--- src/rtl/min_averager.sv ---
// Averages windows of 2^LOG2N samples arriving over an active-low dav_/rfd
// handshake and presents each truncated mean over the same handshake downstream.
module min_averager #(
  parameter int LOG2N = 2
) (
  input  logic             clock,
  input  logic             reset_,
  input  logic             dav_in_,
  input  logic [7:0]       x,
  output logic             rfd_in,
  output logic             dav_out_,
  input  logic             rfd_out,
  output logic [7:0]       avg,
  output logic [2:0]       state,
  output logic [LOG2N:0]   cnt
);

  // Handshake: a producer lowers dav_ with data stable; the consumer captures
  // it and drops rfd; the producer then raises dav_, and the consumer raises rfd
  // again once it can take more. Data is only consumed while dav_=0 and rfd=1.
  typedef enum logic [2:0] {
    IN_WAIT  = 3'd0,
    IN_ACK   = 3'd1,
    OUT_WAIT = 3'd2,
    OUT_ACK  = 3'd3,
    OUT_DONE = 3'd4
  } state_t;

  localparam int SW = 8 + LOG2N;
  localparam logic [LOG2N:0] N_CNT   = {1'b1, {LOG2N{1'b0}}};
  localparam logic [LOG2N:0] CNT_ONE = {{LOG2N{1'b0}}, 1'b1};

  state_t          state_q, state_nxt;
  logic [SW-1:0]   sum, sum_nxt;
  logic [LOG2N:0]  cnt_nxt;
  logic            rfd_nxt, dav_nxt;
  logic [7:0]      avg_nxt;

  assign state = state_q;

  always_ff @(posedge clock or negedge reset_) begin
    if (!reset_) begin
      state_q  <= IN_WAIT;
      sum      <= '0;
      cnt      <= '0;
      rfd_in   <= 1'b1;
      dav_out_ <= 1'b1;
      avg      <= '0;
    end else begin
      state_q  <= state_nxt;
      sum      <= sum_nxt;
      cnt      <= cnt_nxt;
      rfd_in   <= rfd_nxt;
      dav_out_ <= dav_nxt;
      avg      <= avg_nxt;
    end
  end

  always_comb begin
    state_nxt = state_q;
    sum_nxt   = sum;
    cnt_nxt   = cnt;
    rfd_nxt   = rfd_in;
    dav_nxt   = dav_out_;
    avg_nxt   = avg;
    case (state_q)
      IN_WAIT: begin
        if (!dav_in_) begin
          sum_nxt   = sum + {{LOG2N{1'b0}}, x};
          cnt_nxt   = cnt + CNT_ONE;
          rfd_nxt   = 1'b0;
          state_nxt = IN_ACK;
        end
      end
      IN_ACK: begin
        if (dav_in_) begin
          if (cnt == N_CNT) begin
            state_nxt = OUT_WAIT;
          end else begin
            rfd_nxt   = 1'b1;
            state_nxt = IN_WAIT;
          end
        end
      end
      OUT_WAIT: begin
        if (rfd_out) begin
          avg_nxt   = sum[LOG2N+7:LOG2N];
          dav_nxt   = 1'b0;
          state_nxt = OUT_ACK;
        end
      end
      OUT_ACK: begin
        if (!rfd_out) begin
          dav_nxt   = 1'b1;
          sum_nxt   = '0;
          cnt_nxt   = '0;
          state_nxt = OUT_DONE;
        end
      end
      OUT_DONE: begin
        if (rfd_out) begin
          rfd_nxt   = 1'b1;
          state_nxt = IN_WAIT;
        end
      end
      default: begin
        // Unreachable encodings recover to the reset picture.
        state_nxt = IN_WAIT;
        sum_nxt   = '0;
        cnt_nxt   = '0;
        rfd_nxt   = 1'b1;
        dav_nxt   = 1'b1;
        avg_nxt   = '0;
      end
    endcase
  end

endmodule
--- config.mk ---
export PLATFORM = sky130hd
export DESIGN_NAME = min_averager
export DESIGN_NICKNAME = d
export VERILOG_FILES = /design/src/rtl/min_averager.sv
export SDC_FILE = /design/constraint.sdc
export NUM_CORES = 1
export LEC_CHECK = 0
export BUFFER_PORTS_ARGS = -buffer_cell sky130_fd_sc_hd__buf_2
export CAP_MARGIN = 0
export CORE_MARGIN = 8
export CORE_UTILIZATION = 49
export CTS_CLUSTER_DIAMETER = 150
export DETAILED_ROUTE_END_ITERATION = 7
export GPL_TIMING_DRIVEN = 0
export PLACE_DENSITY_LB_ADDON = 0.12
export RECOVER_POWER = 100
export SLEW_MARGIN = 20
export SYNTH_ARGS = -nofsm -noshare
export SYNTH_HDL_FRONTEND = slang
export SYNTH_SLANG_ARGS = --single-unit
--- constraint.sdc ---
create_clock -name clock -period 1.9 [get_ports clock]
set_input_delay 0.38 -clock clock [delete_from_list [all_inputs] [get_ports clock]]
set_output_delay 0.38 -clock clock [all_outputs]
set_load 0.01 [all_outputs]
==> impl_metrics.json, run 1 <==
{
  "grt_util_all_layers": 0.136,
  "fin_crit_sh": 1.07,
  "die_area_mm2": 0.00512,
  "r2r-start": "sum[0]$_DFFE_PN0P_",
  "cts_buffers": 3,
  "async_flop_share": 1.00,
  "syn_area_mm2": 0.00151,
  "slew_violations": 0,
  "startpoint_type": "register",
  "power_leakage_nw": 0.828,
  "grt_pass1_vias": 1330,
  "final_cell_mix": "dfrtp_1 (24), clkbuf_1 (21), nand2_1 (17), o21ai_0 (17), a21oi_1 (13)",
  "rows": 20,
  "clockBufferDepth": 2,
  "clock_latency_ns": 0.31,
  "wire_per_inst_um": 14.8,
  "antenna_left": 0,
  "hold_viol": 0,
  "final_common_cell": "dfrtp_1",
  "synth_cell_types": 41,
  "clkSinkCount": 26,
  "synth_edf_count": 0,
  "setup_violations": 4,
  "layout-drive-gt1-share": 0.218,
  "pre_cts_ws_ns": -0.247,
  "place_congestion": 0.835,
  "multi_input_area_um2": 863,
  "htreeDepth": 1,
  "endpoint_kind": "register",
  "relSlewSlack": 0.0783,
  "worst-setup-path-type": "reg -> reg",
  "fin_area_mm2": 0.00183,
  "rr_worst_depth": 8,
  "grt_antenna_before_repair": 0,
  "hold_class": "in -> reg",
  "drt_iter0_markers": 74,
  "dr.pass1.iters": 4,
  "dp.cells": 222,
  "whs_path_depth": 2,
  "viasPerCell": 5.57,
  "final_cells": 235,
  "yosysWarnings": 0,
  "syn_to_final_growth_pct": 21.0,
  "min-delay-start": "rfd_out",
  "root_buffer": "clkbuf_4",
  "period_needed_ns": 2.03,
  "fillers": 255,
  "regToRegSetupSlack_ns": -0.13,
  "grt_max_degree": 27,
  "seq_area_frac_synth": 0.432,
  "synth_ff_type": "dfrtp_1",
  "die_w_um": 71.6,
  "status": "finished with violations",
  "cts_tree": "done",
  "portBuffers": 27,
  "min_to": "state[2]$_DFFE_PN0P_",
  "setup_ws_ns": -0.126,
  "initial_utilization": 0.504,
  "drv_cap": 0,
  "reg2reg_to": "sum[6]$_DFFE_PN0P_",
  "syn_nets": 185,
  "dp.final_hpwl_mm": 2.52,
  "wirelength_mm": 3.49,
  "fin_skew_ns": 0.00539,
  "die_h_um": 71.6,
  "path_max_fanout": 3,
  "rsz0062_at_grt": "yes",
  "vdd_ir_drop_max_mv": 0.798,
  "hold_buffers": 0,
  "drc": 0,
  "overflow": 0,
  "tightest_slew_ns": 1.38,
  "power.density_mw_per_mm2": 1710,
  "fmax_mhz": 494,
  "core_area_mm2": 0.00300,
  "path_clk_slew_ns": 0.14,
  "antenna_cells": 0,
  "dpl_cell_area_mm2": 0.00170,
  "netlist_instances": 162,
  "final_nets": 226,
  "required_ns": 2.12,
  "cp_data_arrival_time_ns": 2.24,
  "postSynthAreaPerCell_um2": 9.34,
  "num_io_pins": 28,
  "grt_pass1_wl_mm": 5.68,
  "vias": 1308,
  "violations": "setup timing",
  "seq_area_um2": 653,
  "synth-seq-cells": 26
}
-- repair_timing --
| action | CTS | global route |
|---|---|---|
| endpoints found under the hold margin | 0 | 0 |
| setup buffers | 6 | 3 |
| setup endpoints to repair | 4 | 11 |
| gates resized for setup | 6 | 7 |
| pin swaps | 3 | 6 |
-- worst max path at each step --
stage	depth (start not counted)	end	slack (ns)	startpoint
floorplan	8	sum[6]$_DFFE_PN0P_	-0.04	x[0]
global placement	9	sum[6]$_DFFE_PN0P_	-0.23	x[0]
detailed placement	9	sum[6]$_DFFE_PN0P_	-0.25	x[0]
CTS	8	sum[6]$_DFFE_PN0P_	-0.09	sum[0]$_DFFE_PN0P_
global route	7	sum[9]$_DFFE_PN0P_	-0.19	state[1]$_DFFE_PN0P_
finish	8	sum[6]$_DFFE_PN0P_	-0.13	sum[0]$_DFFE_PN0P_
-- power breakdown --
part           switching [mW]  leakage (nW)  internal, mW
registers               0.225         0.313         0.843
clock network           0.157        0.0210         0.117
logic                   0.979         0.494         0.817
-- stage by stage --
step	TNS (ns)	hold WS, ns	utilization	total power, mW
6_report	-0.258	0.278	0.610	3.14
5_1_grt	-0.884	0.266	0.610	3.45
4_1_cts	-0.197	0.0434	0.599	3.11
3_5_place_dp	-0.732	0.409	0.567	2.73
3_3_place_gp	-0.618	0.412	0.567	2.67
2_1_floorplan	-0.0362	0.0844	-	2.24
-- routing by layer --
metal / up-vias / GRT usage / routed length [µm]
met3: 4 / 0.0265 / 157
met5: - / 0 / 0
met2: 26 / 0.239 / 1700
met4: 0 / 0.0499 / 44
met1: 623 / 0.160 / 1590
li1: 655 / - / -
-- critical path: stages, from the launching register on --
cell     delay, ns
dfrtp_1       0.41
ha_2          0.18
inv_2         0.06
fa_2          0.21
nor2b_2       0.05
o31a_1        0.26
o21a_1        0.22
or3_1         0.31
a32o_1        0.24
-- flip-flops by register name, summed over array words and instances, names as in the netlist --
signal / flops
rfd_in: 1
avg: 8
dav_out_: 1
sum: 10
cnt: 3
state: 3
-- layout make-up --
class / instances / area share
clock buffer: 4 / 0.0198
sequential: 26 / 0.357
multi-input combinational: 122 / 0.472
tap: 33 / 0.0226
inverter: 8 / 0.0164
timing repair buffer: 36 / 0.0998
buffer: 6 / 0.0130
-- cell usage after synthesis, drive strengths merged (2+ instances only) --
cell,n,share of area
nand3,2,0.0066
inv,8,0.020
nor3,2,0.0099
clkbuf,5,0.013
ha,10,0.083
o21ai,17,0.056
nand2,17,0.042
nor2b,13,0.054
or3,2,0.0083
o21a,2,0.0099
nor2,10,0.026
mux2i,2,0.013
dfrtp,24,0.40
xor2,3,0.017
a21oi,17,0.059
or2,2,0.0099
a32o,2,0.013
a22o,4,0.023
o41ai,2,0.012
dfstp,2,0.035
-- cell families after synthesis --
| logic type | share of synthesized area |
|---|---|
| xor gates and xnor gates | 0.0232 |
| AOI/OAI and AO/OA | 0.208 |
| and+or+nand+nor | 0.180 |
| adders and majority gates | 0.0959 |
| DFF | 0.432 |
| muxes | 0.0207 |
| buffers and inverters | 0.0405 |
Power figures use the tool's default switching activity.
==> run 2: changes to the inputs <==
--- a/config.mk
+++ b/config.mk
@@ -8,12 +8,12 @@
 export BUFFER_PORTS_ARGS = -buffer_cell sky130_fd_sc_hd__buf_2
 export CAP_MARGIN = 0
 export CORE_MARGIN = 8
-export CORE_UTILIZATION = 49
+export CORE_UTILIZATION = 59
 export CTS_CLUSTER_DIAMETER = 150
 export DETAILED_ROUTE_END_ITERATION = 7
 export GPL_TIMING_DRIVEN = 0
 export PLACE_DENSITY_LB_ADDON = 0.12
-export RECOVER_POWER = 100
+export RECOVER_POWER = 50
 export SLEW_MARGIN = 20
 export SYNTH_ARGS = -nofsm -noshare
 export SYNTH_HDL_FRONTEND = slang
==> constraint.sdc (replaced) <==
create_clock -name clock -period 2.5 [get_ports clock]
set_input_delay 0.5 -clock clock [delete_from_list [all_inputs] [get_ports clock]]
set_output_delay 0.5 -clock clock [all_outputs]
set_load 0.01 [all_outputs]
==> impl_metrics.json, run 2 (synthesis results as in run 1) <==
{
  "slowest_stage": "or4_1",
  "dr.pass1.iters": 4,
  "root_buffer": "clkbuf_4",
  "layout-drive-gt1-share": 0.166,
  "cts_tree": "done",
  "final_nets": 217,
  "reg_top3": "sum (10), avg (8)",
  "cp_common_cell": "a21oi_1",
  "grt_pass1_wl_mm": 5.83,
  "vias": 1284,
  "grt_util_all_layers": 0.163,
  "wire_per_inst_um": 14.8,
  "die_area_mm2": 0.00444,
  "clkSinkCount": 26,
  "required_ns": 2.73,
  "grt_antenna_before_repair": 0,
  "hold_viol": 0,
  "dpl_cell_area_mm2": 0.00169,
  "highest_layer": "met4",
  "period_needed_ns": 2.09,
  "viasPerCell": 5.76,
  "drc": 0,
  "path_max_fanout": 5,
  "startpoint_type": "register",
  "portBuffers": 27,
  "fmax_mhz": 478,
  "slew_violations": 0,
  "cp_cell_sequence": "ha_1, a21o_1, a21oi_1, a21oi_1, or4_1, a32o_1",
  "drt_iter0_markers": 72,
  "rsz0062_at_grt": "no",
  "syn_to_final_growth_pct": 13.6,
  "worst-setup-path-type": "reg -> reg",
  "wirelength_mm": 3.31,
  "final_cell_mix": "dfrtp_1 (24), buf_2 (20), nand2_1 (17), o21ai_0 (17), a21oi_1 (16)",
  "cts_resized": 0,
  "clock_latency_ns": 0.32,
  "slowest_delay_ns": 0.47,
  "fin_skew_ns": 0.00544,
  "wl_met3_um": 150,
  "final_common_cell": "dfrtp_1",
  "overflow": 0,
  "hold_buffers": 0,
  "vdd_ir_drop_max_mv": 0.793,
  "final_cells": 223,
  "largest_reg_flops": 10,
  "endpoint_kind": "register",
  "finalSetupTns_ns": 0,
  "hold_class": "in -> reg",
  "cp_data_arrival_time_ns": 2.32,
  "grt_max_degree": 27,
  "fin_area_mm2": 0.00172,
  "fillers": 208,
  "rows": 18,
  "power.density_mw_per_mm2": 1340,
  "dp.final_hpwl_mm": 2.54,
  "tightest_slew_ns": 1.34,
  "power_leakage_nw": 0.805,
  "cts_buffers": 3,
  "seq_area_um2": 653,
  "status": "complete, no violations",
  "die_w_um": 66.6,
  "initial_utilization": 0.616,
  "place_congestion": 0.883,
  "cts_setup_buffers": 0,
  "antenna_cells": 0,
  "antenna_left": 0,
  "routed-wl-met2_mm": 1.64,
  "dp.cells": 219,
  "die_h_um": 66.6,
  "multi_input_area_um2": 796,
  "path_clk_slew_ns": 0.15,
  "met1_length_mm": 1.49,
  "num_io_pins": 28,
  "fin_crit_sh": 0.837,
  "drv_cap": 0,
  "core_area_mm2": 0.00245,
  "relSlewSlack": 0.105,
  "grt_pass1_vias": 1337,
  "setup_violations": 0,
  "htreeDepth": 1,
  "clockBufferDepth": 2,
  "regMostFlops": "sum"
}
-- run 2: changes by cell type in the layout (fill, tap and decap cells not counted), sizes merged --
cell,before,now
bufinv,0,1
clkbuf,26,16
-- run 2: per-layer routing --
layer,global-route usage,up-vias
met5,0,-
met4,0.0560,0
met3,0.0302,4
met2,0.274,21
met1,0.203,621
li1,-,638
-- run 2: area by class of cell --
type	count	share of cell area
clock inverter	1	0.0175
inverter	8	0.0175
buffer	6	0.0138
multi-input combinational	122	0.463
clock buffer	3	0.0131
tap	30	0.0218
sequential	26	0.380
timing repair buffer	27	0.0735
-- run 2: worst paths after layout --
path	startpoint	to	slack [ns]	depth (start not counted)
setup reg to reg	sum[3]$_DFFE_PN0P_	sum[7]$_DFFE_PN0P_	0.41	6
hold reg to reg	rfd_in$_DFFE_PN1P_	rfd_in$_DFFE_PN1P_	0.48	2
min in group asynchronous	reset_	avg[2]$_DFFE_PN0P_	0.45	1
setup / recovery	sum[3]$_DFFE_PN0P_	sum[7]$_DFFE_PN0P_	0.41	6
hold / removal	rfd_out	state[2]$_DFFE_PN0P_	0.37	2
max in group asynchronous	reset_	sum[1]$_DFFE_PN0P_	1.27	1
-- run 2: through the flow --
stage,worst slack [ns],utilization,power (mW),hold slack (ns)
after detailed placement,0.202,0.687,2.06,0.457
after CTS,0.397,0.708,2.36,0.157
after global routing,0.226,0.700,2.52,0.367
after global placement,0.230,0.687,2.00,0.450
after floorplan,0.399,-,1.69,0.204
final,0.408,0.700,2.30,0.374
-- run 2: power breakdown --
part           switching [mW]  internal [mW]  leakage [nW]
sequential              0.167          0.640         0.313
combinational           0.690          0.516         0.464
clock                   0.128          0.162        0.0279
-- run 2: worst max-delay path: cells and delay by family, from the launching register on --
family	cells	cell delay, ns
compound gates	4	0.75
flops	1	0.43
fa+ha+maj	1	0.35
simple gates	1	0.47
